`src/rtl/consmax_pkg.sv`:
```
// Shared definitions for the ConSmax LUT controller and datapath.
//   - ctrl_state_t : LUT load sequencer states
//   - FP field widths of a LUT entry and default parameter values
package consmax_pkg;

    // FP16-style LUT entry: 1 sign, 8 exponent, 7 mantissa bits.
    localparam int unsigned FP_SIGN_W = 1;
    localparam int unsigned FP_EXP_W  = 8;
    localparam int unsigned FP_MANT_W = 7;

    localparam int unsigned LUT_ADDR_DEF  = 4;
    localparam int unsigned LUT_DATA_DEF  = FP_SIGN_W + FP_EXP_W + FP_MANT_W;
    localparam int unsigned CDATA_BIT_DEF = 8;
    localparam int unsigned NUM_HEAD_DEF  = 4;
    localparam int unsigned DRAIN_CYC_DEF = 3;

    typedef enum logic [1:0] {
        ST_IDLE  = 2'd0,
        ST_DRAIN = 2'd1,
        ST_LOAD  = 2'd2,
        ST_DONE  = 2'd3
    } ctrl_state_t;

endpackage

```
`src/rtl/consmax_shift_cfg.sv`:
```
// Shift configuration holder: applied shift plus a one-deep pending slot.
// Ports:
//   clk, rst   : clock, async active-high reset
//   wen, wdata : shift update request and value
//   direct_en  : update may be applied immediately (quiet IDLE)
//   apply_en   : a pending value may be applied now (quiet IDLE or DONE)
//   shift      : applied shift value
module consmax_shift_cfg
    import consmax_pkg::*;
#(
    parameter int unsigned CDATA_BIT = CDATA_BIT_DEF
) (
    input  logic                 clk,
    input  logic                 rst,
    input  logic                 wen,
    input  logic [CDATA_BIT-1:0] wdata,
    input  logic                 direct_en,
    input  logic                 apply_en,
    output logic [CDATA_BIT-1:0] shift
);

    logic [CDATA_BIT-1:0] pend_val;
    logic                 pend;

    // A direct write supersedes anything pending; otherwise a new request
    // replaces the pending value (after any pending apply this cycle).
    always_ff @(posedge clk or posedge rst) begin
        if (rst) begin
            shift    <= '0;
            pend_val <= '0;
            pend     <= 1'b0;
        end else if (wen && direct_en) begin
            shift <= wdata;
            pend  <= 1'b0;
        end else begin
            if (apply_en && pend) begin
                shift <= pend_val;
                pend  <= 1'b0;
            end
            if (wen) begin
                pend_val <= wdata;
                pend     <= 1'b1;
            end
        end
    end

endmodule

```
`src/rtl/consmax_lut_ctrl.sv`:
```
// LUT load / config sequencer for the ConSmax bus datapath.
// Drains the datapath, streams 2*2**LUT_ADDR entries into the two LUT banks
// and gates upstream score traffic until a complete load has happened.
// Ports:
//   clk, rst                      : clock, async active-high reset
//   load_start/load_busy/load_done: reload request and status
//   wr_valid/wr_ready/wr_data     : LUT entry stream (accepted in LOAD only)
//   cfg_shift_in/cfg_shift_wen    : shift update request
//   cfg_consmax_shift             : applied shift to the datapath
//   lut_waddr/lut_wen/lut_wdata   : shared LUT write port (registered)
//   in_valid/in_ready/out_valid   : upstream admission, out_valid combinational
//   lut_loaded                    : set after the first complete load
module consmax_lut_ctrl
    import consmax_pkg::*;
#(
    parameter int unsigned LUT_ADDR  = LUT_ADDR_DEF,
    parameter int unsigned LUT_DATA  = LUT_DATA_DEF,
    parameter int unsigned CDATA_BIT = CDATA_BIT_DEF,
    parameter int unsigned NUM_HEAD  = NUM_HEAD_DEF,
    parameter int unsigned DRAIN_CYC = DRAIN_CYC_DEF
) (
    input  logic                 clk,
    input  logic                 rst,
    input  logic                 load_start,
    output logic                 load_busy,
    output logic                 load_done,
    input  logic                 wr_valid,
    output logic                 wr_ready,
    input  logic [LUT_DATA-1:0]  wr_data,
    input  logic [CDATA_BIT-1:0] cfg_shift_in,
    input  logic                 cfg_shift_wen,
    output logic [CDATA_BIT-1:0] cfg_consmax_shift,
    output logic [LUT_ADDR:0]    lut_waddr,
    output logic                 lut_wen,
    output logic [LUT_DATA-1:0]  lut_wdata,
    input  logic [NUM_HEAD-1:0]  in_valid,
    output logic                 in_ready,
    output logic [NUM_HEAD-1:0]  out_valid,
    output logic                 lut_loaded
);

    localparam int unsigned ENT_W = LUT_ADDR + 1;
    localparam int unsigned DRN_W = (DRAIN_CYC > 1) ? $clog2(DRAIN_CYC) : 1;
    localparam logic [DRN_W-1:0] DRN_LAST = DRN_W'(DRAIN_CYC - 1);

    ctrl_state_t          state_q, state_d;
    logic [DRN_W-1:0]     drn_cnt_q, drn_cnt_d;
    logic [ENT_W-1:0]     ent_cnt_q, ent_cnt_d;
    logic                 lut_wen_d;
    logic [LUT_ADDR:0]    lut_waddr_d;
    logic [LUT_DATA-1:0]  lut_wdata_d;
    logic                 load_done_d;
    logic                 lut_loaded_d;
    logic                 in_ready_d;
    logic                 wr_ready_d;
    logic                 load_busy_d;
    logic                 shift_direct;
    logic                 shift_apply;

    // Next-state and next-output decode.
    always_comb begin
        state_d      = state_q;
        drn_cnt_d    = drn_cnt_q;
        ent_cnt_d    = ent_cnt_q;
        lut_wen_d    = 1'b0;
        lut_waddr_d  = lut_waddr;
        lut_wdata_d  = lut_wdata;
        load_done_d  = 1'b0;
        lut_loaded_d = lut_loaded;
        shift_direct = 1'b0;
        shift_apply  = 1'b0;

        case (state_q)
            ST_IDLE: begin
                if (in_valid == '0) begin
                    shift_direct = 1'b1;
                    shift_apply  = 1'b1;
                end
                if (load_start) begin
                    state_d   = ST_DRAIN;
                    drn_cnt_d = '0;
                end
            end
            ST_DRAIN: begin
                drn_cnt_d = drn_cnt_q + DRN_W'(1);
                if (drn_cnt_q == DRN_LAST) begin
                    state_d   = ST_LOAD;
                    ent_cnt_d = '0;
                end
            end
            ST_LOAD: begin
                if (wr_valid) begin
                    lut_wen_d   = 1'b1;
                    lut_waddr_d = ent_cnt_q;
                    lut_wdata_d = wr_data;
                    ent_cnt_d   = ent_cnt_q + ENT_W'(1);
                    if (&ent_cnt_q) begin
                        state_d = ST_DONE;
                    end
                end
            end
            ST_DONE: begin
                load_done_d  = 1'b1;
                lut_loaded_d = 1'b1;
                shift_apply  = 1'b1;
                state_d      = ST_IDLE;
            end
            default: state_d = ST_IDLE;
        endcase

        // in_ready only after a full IDLE cycle, so it lags load_done by one.
        in_ready_d  = (state_q == ST_IDLE) && (state_d == ST_IDLE) && lut_loaded;
        wr_ready_d  = (state_d == ST_LOAD);
        load_busy_d = (state_d != ST_IDLE);
    end

    // State, counters and registered outputs.
    always_ff @(posedge clk or posedge rst) begin
        if (rst) begin
            state_q    <= ST_IDLE;
            drn_cnt_q  <= '0;
            ent_cnt_q  <= '0;
            lut_wen    <= 1'b0;
            lut_waddr  <= '0;
            lut_wdata  <= '0;
            load_done  <= 1'b0;
            lut_loaded <= 1'b0;
            in_ready   <= 1'b0;
            wr_ready   <= 1'b0;
            load_busy  <= 1'b0;
        end else begin
            state_q    <= state_d;
            drn_cnt_q  <= drn_cnt_d;
            ent_cnt_q  <= ent_cnt_d;
            lut_wen    <= lut_wen_d;
            lut_waddr  <= lut_waddr_d;
            lut_wdata  <= lut_wdata_d;
            load_done  <= load_done_d;
            lut_loaded <= lut_loaded_d;
            in_ready   <= in_ready_d;
            wr_ready   <= wr_ready_d;
            load_busy  <= load_busy_d;
        end
    end

    // Admission gate toward the datapath idata_valid.
    assign out_valid = in_valid & {NUM_HEAD{in_ready}};

    consmax_shift_cfg #(
        .CDATA_BIT (CDATA_BIT)
    ) u_shift_cfg (
        .clk       (clk),
        .rst       (rst),
        .wen       (cfg_shift_wen),
        .wdata     (cfg_shift_in),
        .direct_en (shift_direct),
        .apply_en  (shift_apply),
        .shift     (cfg_consmax_shift)
    );

endmodule

```
`config.mk`:
```
export PLATFORM = sky130hd
export DESIGN_NAME = consmax_lut_ctrl
export DESIGN_NICKNAME = d
export VERILOG_FILES = /design/src/rtl/consmax_pkg.sv /design/src/rtl/consmax_shift_cfg.sv /design/src/rtl/consmax_lut_ctrl.sv
export SDC_FILE = /design/constraint.sdc
export NUM_CORES = 1
export LEC_CHECK = 0
export BUFFER_PORTS_ARGS = -buffer_cell sky130_fd_sc_hd__buf_2
export CAP_MARGIN = 40
export CORE_MARGIN = 10
export CORE_UTILIZATION = 55
export DETAILED_ROUTE_END_ITERATION = 10
export PLACE_DENSITY = 0.84
export SETUP_SLACK_MARGIN = 0.2
export SLEW_MARGIN = 10
export SYNTH_ARGS = -nofsm -noshare
export SYNTH_HDL_FRONTEND = slang
export SYNTH_SLANG_ARGS = --single-unit
```
`constraint.sdc`:
```
create_clock -name clk -period 3.43 [get_ports clk]
set_input_delay 0.343 -clock clk [delete_from_list [all_inputs] [get_ports clk]]
set_output_delay 0.343 -clock clk [all_outputs]
set_load 0.02 [all_outputs]
```
* After elaboration in Yosys (flattened, before gate mapping)
Cells that the tools add are included.
** Cells by class
- Add/subtract/negate cells :: 2
- Eq/ne operators :: 8
- Mux-type cells :: 21
- Bitwise gates (word level) :: 2
- Reductions and logical operators :: 17
** Operator list (number)
- $mux W8 :: 2
- $mux W2 :: 5
- $mux W5 :: 2
- $pmux W5 S2 :: 1
- $eq A2 B2 Y1 const B :: 4
- $mux W1 :: 8
- $pmux W2 S4 :: 1
- $reduce_bool A2 Y1 :: 4
- $ne A2 B2 Y1 const B :: 3
- $reduce_and A2 Y1 :: 3
- $add A5 B1 Y5 const B :: 1
- $reduce_and A5 Y1 :: 1
- $and A4 B4 Y4 :: 1
- $logic_and A1 B1 Y1 :: 4
- $logic_not A2 Y1 :: 2
- $logic_not A4 Y1 :: 1
- $pmux W2 S2 :: 1
- $reduce_and A3 Y1 :: 1
- $reduce_bool A3 Y1 :: 1
- $add A2 B1 Y2 const B :: 1
- $eq A2 B1 Y1 const B :: 1
- $pmux W1 S2 :: 1
- $not A1 Y1 :: 1
** Storage, ports and cells
- Register bits :: 53
- Output and inout port bits :: 39

* Logic depth before layout (Yosys ltp)
- Word-level depth :: 7
- Depth in mapped cells :: 7

* Hierarchy
A second synthesis with hierarchy kept.
** Unflattened totals
- Cells, all modules :: 201
- Area total of the unflattened synthesis :: 2524.9 µm²
** Modules (own cells, without submodules)
- consmax_lut_ctrl :: times used 1, cells each 133, area an instance 1656.6 µm², sequential area each 900.9 µm²
- consmax_shift_cfg :: times used 1, cells each 68, area an instance 868.3 µm², sequential area each 425.4 µm²

* Worst setup path before layout
Ideal clock, no wire load.
- Path kind :: reg-to-reg
- Start point :: register state_q[0]
- End point :: register u_shift_cfg.pend_val[0]
- Library setup time :: 0.125 ns
- Arrival :: 1.626 ns
- Required time :: 3.305 ns
- Setup slack :: 1.680 ns
- Cell stages (with the launch flop) :: 8
- Path buffers :: 1
- Path through :: dfrtp_1 > inv_1 > ha_1 > nand2b_1 > nor4_4 > nand2b_1 > buf_4 > mux2_2
** Between the ends
- Longest elaborated chain between the ends :: 5
** RTL lines
- from (decl) :: RTL line consmax_lut_ctrl.sv:46 : ctrl_state_t state_q, state_d;
- from (signal assigned) :: RTL line consmax_lut_ctrl.sv:132 : state_q <= state_d;
- $logic_not A2 Y1 :: RTL line consmax_lut_ctrl.sv:73 : case (state_q)
- $mux W1 :: RTL line consmax_lut_ctrl.sv:73
- $logic_and A1 B1 Y1 :: RTL line consmax_shift_cfg.sv:32 : end else if (wen && direct_en) begin
- $not A1 Y1 (no line)
- $reduce_and A2 Y1 (no line)
- to (signal assigned) :: RTL line consmax_shift_cfg.sv:41 : pend_val <= wdata;
- to (decl) :: RTL line consmax_shift_cfg.sv:22 : logic [CDATA_BIT-1:0] pend_val;
Every way passes these cells.
A chain may end at the register's enable or synchronous reset.

* Worst setup path in the final report
- Start point :: register state_q[1]
- End point :: register u_shift_cfg.pend_val[7]
The elaborated chain is that of the path after synthesis.

==> metrics.txt <==
kind of critical path flop to flop; Mapped Area about 2500 um2; Final ANT Viol Nets 0; Sw Pwr 1.02 mW; Crit. End Element flop; end of the critical path u_shift_cfg.pend_val[7]; Synth area leaders dfrtp_1 54%, mux2_2 16%, ha_1 4.1%, o21ai_0 4.1%, mux2i_1 3.3%; post-route DRC violation count 0; number of clock sinks 53; io pins 72; CP most frequent cell nand2b_1; PnR worst setup slack 1280 ps; Hold Crit Class input port to async pin; sequential area share after synthesis a little over half; first-pass GRT wire length 8.07 mm; Max FO, Critical Path 18; Skew-Pair Late Insertion Delay roughly 300 ps; final setup violation count 0; hold buffer count at CTS 0; Worst Tran Pin Value 714 ps; post-synth top area share 54.0%; CP Data Required Time 3630 ps; drt total wl roughly 5.2 mm; DIE HEIGHT 86.8 um; PostCTS Resize Cnt 0; top_reg_cell synth dfrtp_1; reg-to-reg startpoint state_q[1]; most common cell in the netlist dfrtp_1; drt first pass iters 4; die width slightly below 90 um; Post-CTS Setup Inserts 0; status finished clean; warnings from Yosys 0; Slew Limit Fails 0; Worst path max stage delay 410 ps; vias in the first global route ~1,700; Worst-path clk slew 100 ps; Power Internal around 1.6 mW; Sequential Power Share 37.7%; Clock Tree Buf Depth 2; Area growth, synth to finish 22.1%; Site Rows 24; GPL Wtd Cong 0.735; DR WL/cell 15.6 um; Fin. Hold Viols 0; synth cell count leaders 53 x dfrtp_1, 34 x mux2_2, 20 x o21ai_0; cells on worst reg2reg path 7; ANT cells 0; Num CTS Buffers 5; Post-Syn Area per Cell 11.9 um2; DR vias roughly 1,800; Syn Nets 248; min cycle time layout 2150 ps; CTS tree done; Global Route Usage Sum between 10% and 20%; initial antenna violation count 0; #FFs+latches synth 53; worst vdd ir 435 uV; Worst path depth 7; CORE AREA 4350 um2; Port Buffer Count a little over 70; Worst Skew 8.69 ps; largest net degree at the start of global routing 32; DP HPWL 3.93 mm; Initial DRC Count 102; Arrival @ worst endpoint 2350 ps; Max-cap violations 0; layout cell share with drive strength beyond 1 43.0%; H-tree depth 2; Die Area 7540 um2; count of cell types in the netlist 32; reg2reg setup slack about 1300 ps; Buf/Inv on CP 2; GRT overflow 0; clock power share 16.6%; number of synthesized flops with an enable pin 0; slowest stage cell, crit path dfrtp_1; asr flop ratio synth 100%; P per Cell Area 877 nW/um2; combinational share of power 45.8%; CP startpoint kind flop; fin crit share 62.7%; crit path cell chain inv_1 -> ha_1 -> nand2b_1 -> nor4_4 -> buf_4 -> nand2b_1 -> mux2_2; Nets 319; Root Driver clkbuf_8; Slew Limit Headroom a little over half; DP Worst Slack 1280 ps; Lkg Pwr 1.51 nW; post-synth top area cell dfrtp_1; Initial Util 56.4%; setup_tns 0 ps; Sw Share between 30% and 40%; RSZ-0062 raised after global routing false; Synth Instances 207; vias per cell between 5 and 6; worst setup path start state_q[1]; Peak Freq 0.465 GHz; Top delay family on crit path simple AND/OR/NAND/NOR gates; R2R Path End u_shift_cfg.pend_val[7]
-- layout by cell type, fill, tap and decap left out, drive strengths merged, types with 6 or more instances in the layout --
cell type   n
buf        74
o21ai      20
o22ai       8
dfrtp      53
nand2      11
mux2       35
ha          8
nor2       10
mux2i       8
clkbuf      6
inv        10
-- worst min-delay path by stage --
stage | start | to | slack [ps] | cells after the start
finish | rst | lut_wdata[2] | 140 | 2
global route | rst | lut_wdata[7] | 190 | 2
CTS | rst | lut_wdata[5] | 160 | 2
detailed placement | lut_waddr[3] | lut_waddr[3] | 470 | 2
global placement | lut_waddr[3] | lut_waddr[3] | 460 | 2
floorplan | drn_cnt_q[1] | drn_cnt_q[1] | 450 | 2
-- logic make-up (layout without fill, tap and decap cells) --
family / after synthesis / in the layout / share of synthesized area [%]
flops: 53 / 53 / 54.0
simple gates: 45 / 45 / 9.88
buf+inv: 20 / 92 / 3.51
mux: 43 / 43 / 19.3
compound gates: 38 / 38 / 9.22
fa+ha+maj: 8 / 8 / 4.08
-- layout make-up --
cell class | count | area, um2
Timing Repair Buffer | 74 | 405
Clock inverter | 2 | 37.5
Tap cell | 52 | 65.1
Sequential cell | 53 | 1330
Clock buffer | 6 | 82.6
Inverter | 10 | 37.5
Multi-Input combinational cell | 134 | 1040
Fill cell | 338 | 1360
-- metal layers --
layer  vias up  wire length (um)  track usage (%)
met5         -                 0                0
met4         0                78             6.48
met3         7               391             3.66
met2        42              2710             22.8
met1       832              1990             15.0
li1        869                 -                -
-- power by group through the flow --
stage | Combinational [mW] | Sequential, mW | Clock [mW]
final | 1.20 | 0.990 | 0.435
after global routing | 1.30 | 1.02 | 0.474
after CTS | 1.22 | 0.993 | 0.451
after detailed placement | 1.22 | 1.01 | 0
after global placement | 1.18 | 0.988 | 0
after floorplan | 0.615 | 1.23 | 0
-- through the flow --
step	instance area (um2)	total power, mW	std cells	util [%]	hold slack (ps)
2_1_floorplan	2460	1.85	207	-	454
3_3_place_gp	2840	2.17	321	65.1	460
3_5_place_dp	2880	2.22	323	66.1	468
4_1_cts	3000	2.67	331	68.9	159
5_1_grt	3000	2.80	331	68.9	194
6_report	3000	2.63	331	68.9	144
-- state kept, by name, indices dropped and copies added (netlist names), 2 cells and up --
name / count
drn_cnt_q: 2
ent_cnt_q: 5
lut_waddr: 5
lut_wdata: 16
state_q: 2
u_shift_cfg.pend_val: 8
u_shift_cfg.shift: 8
Power figures use the tool's default switching activity.
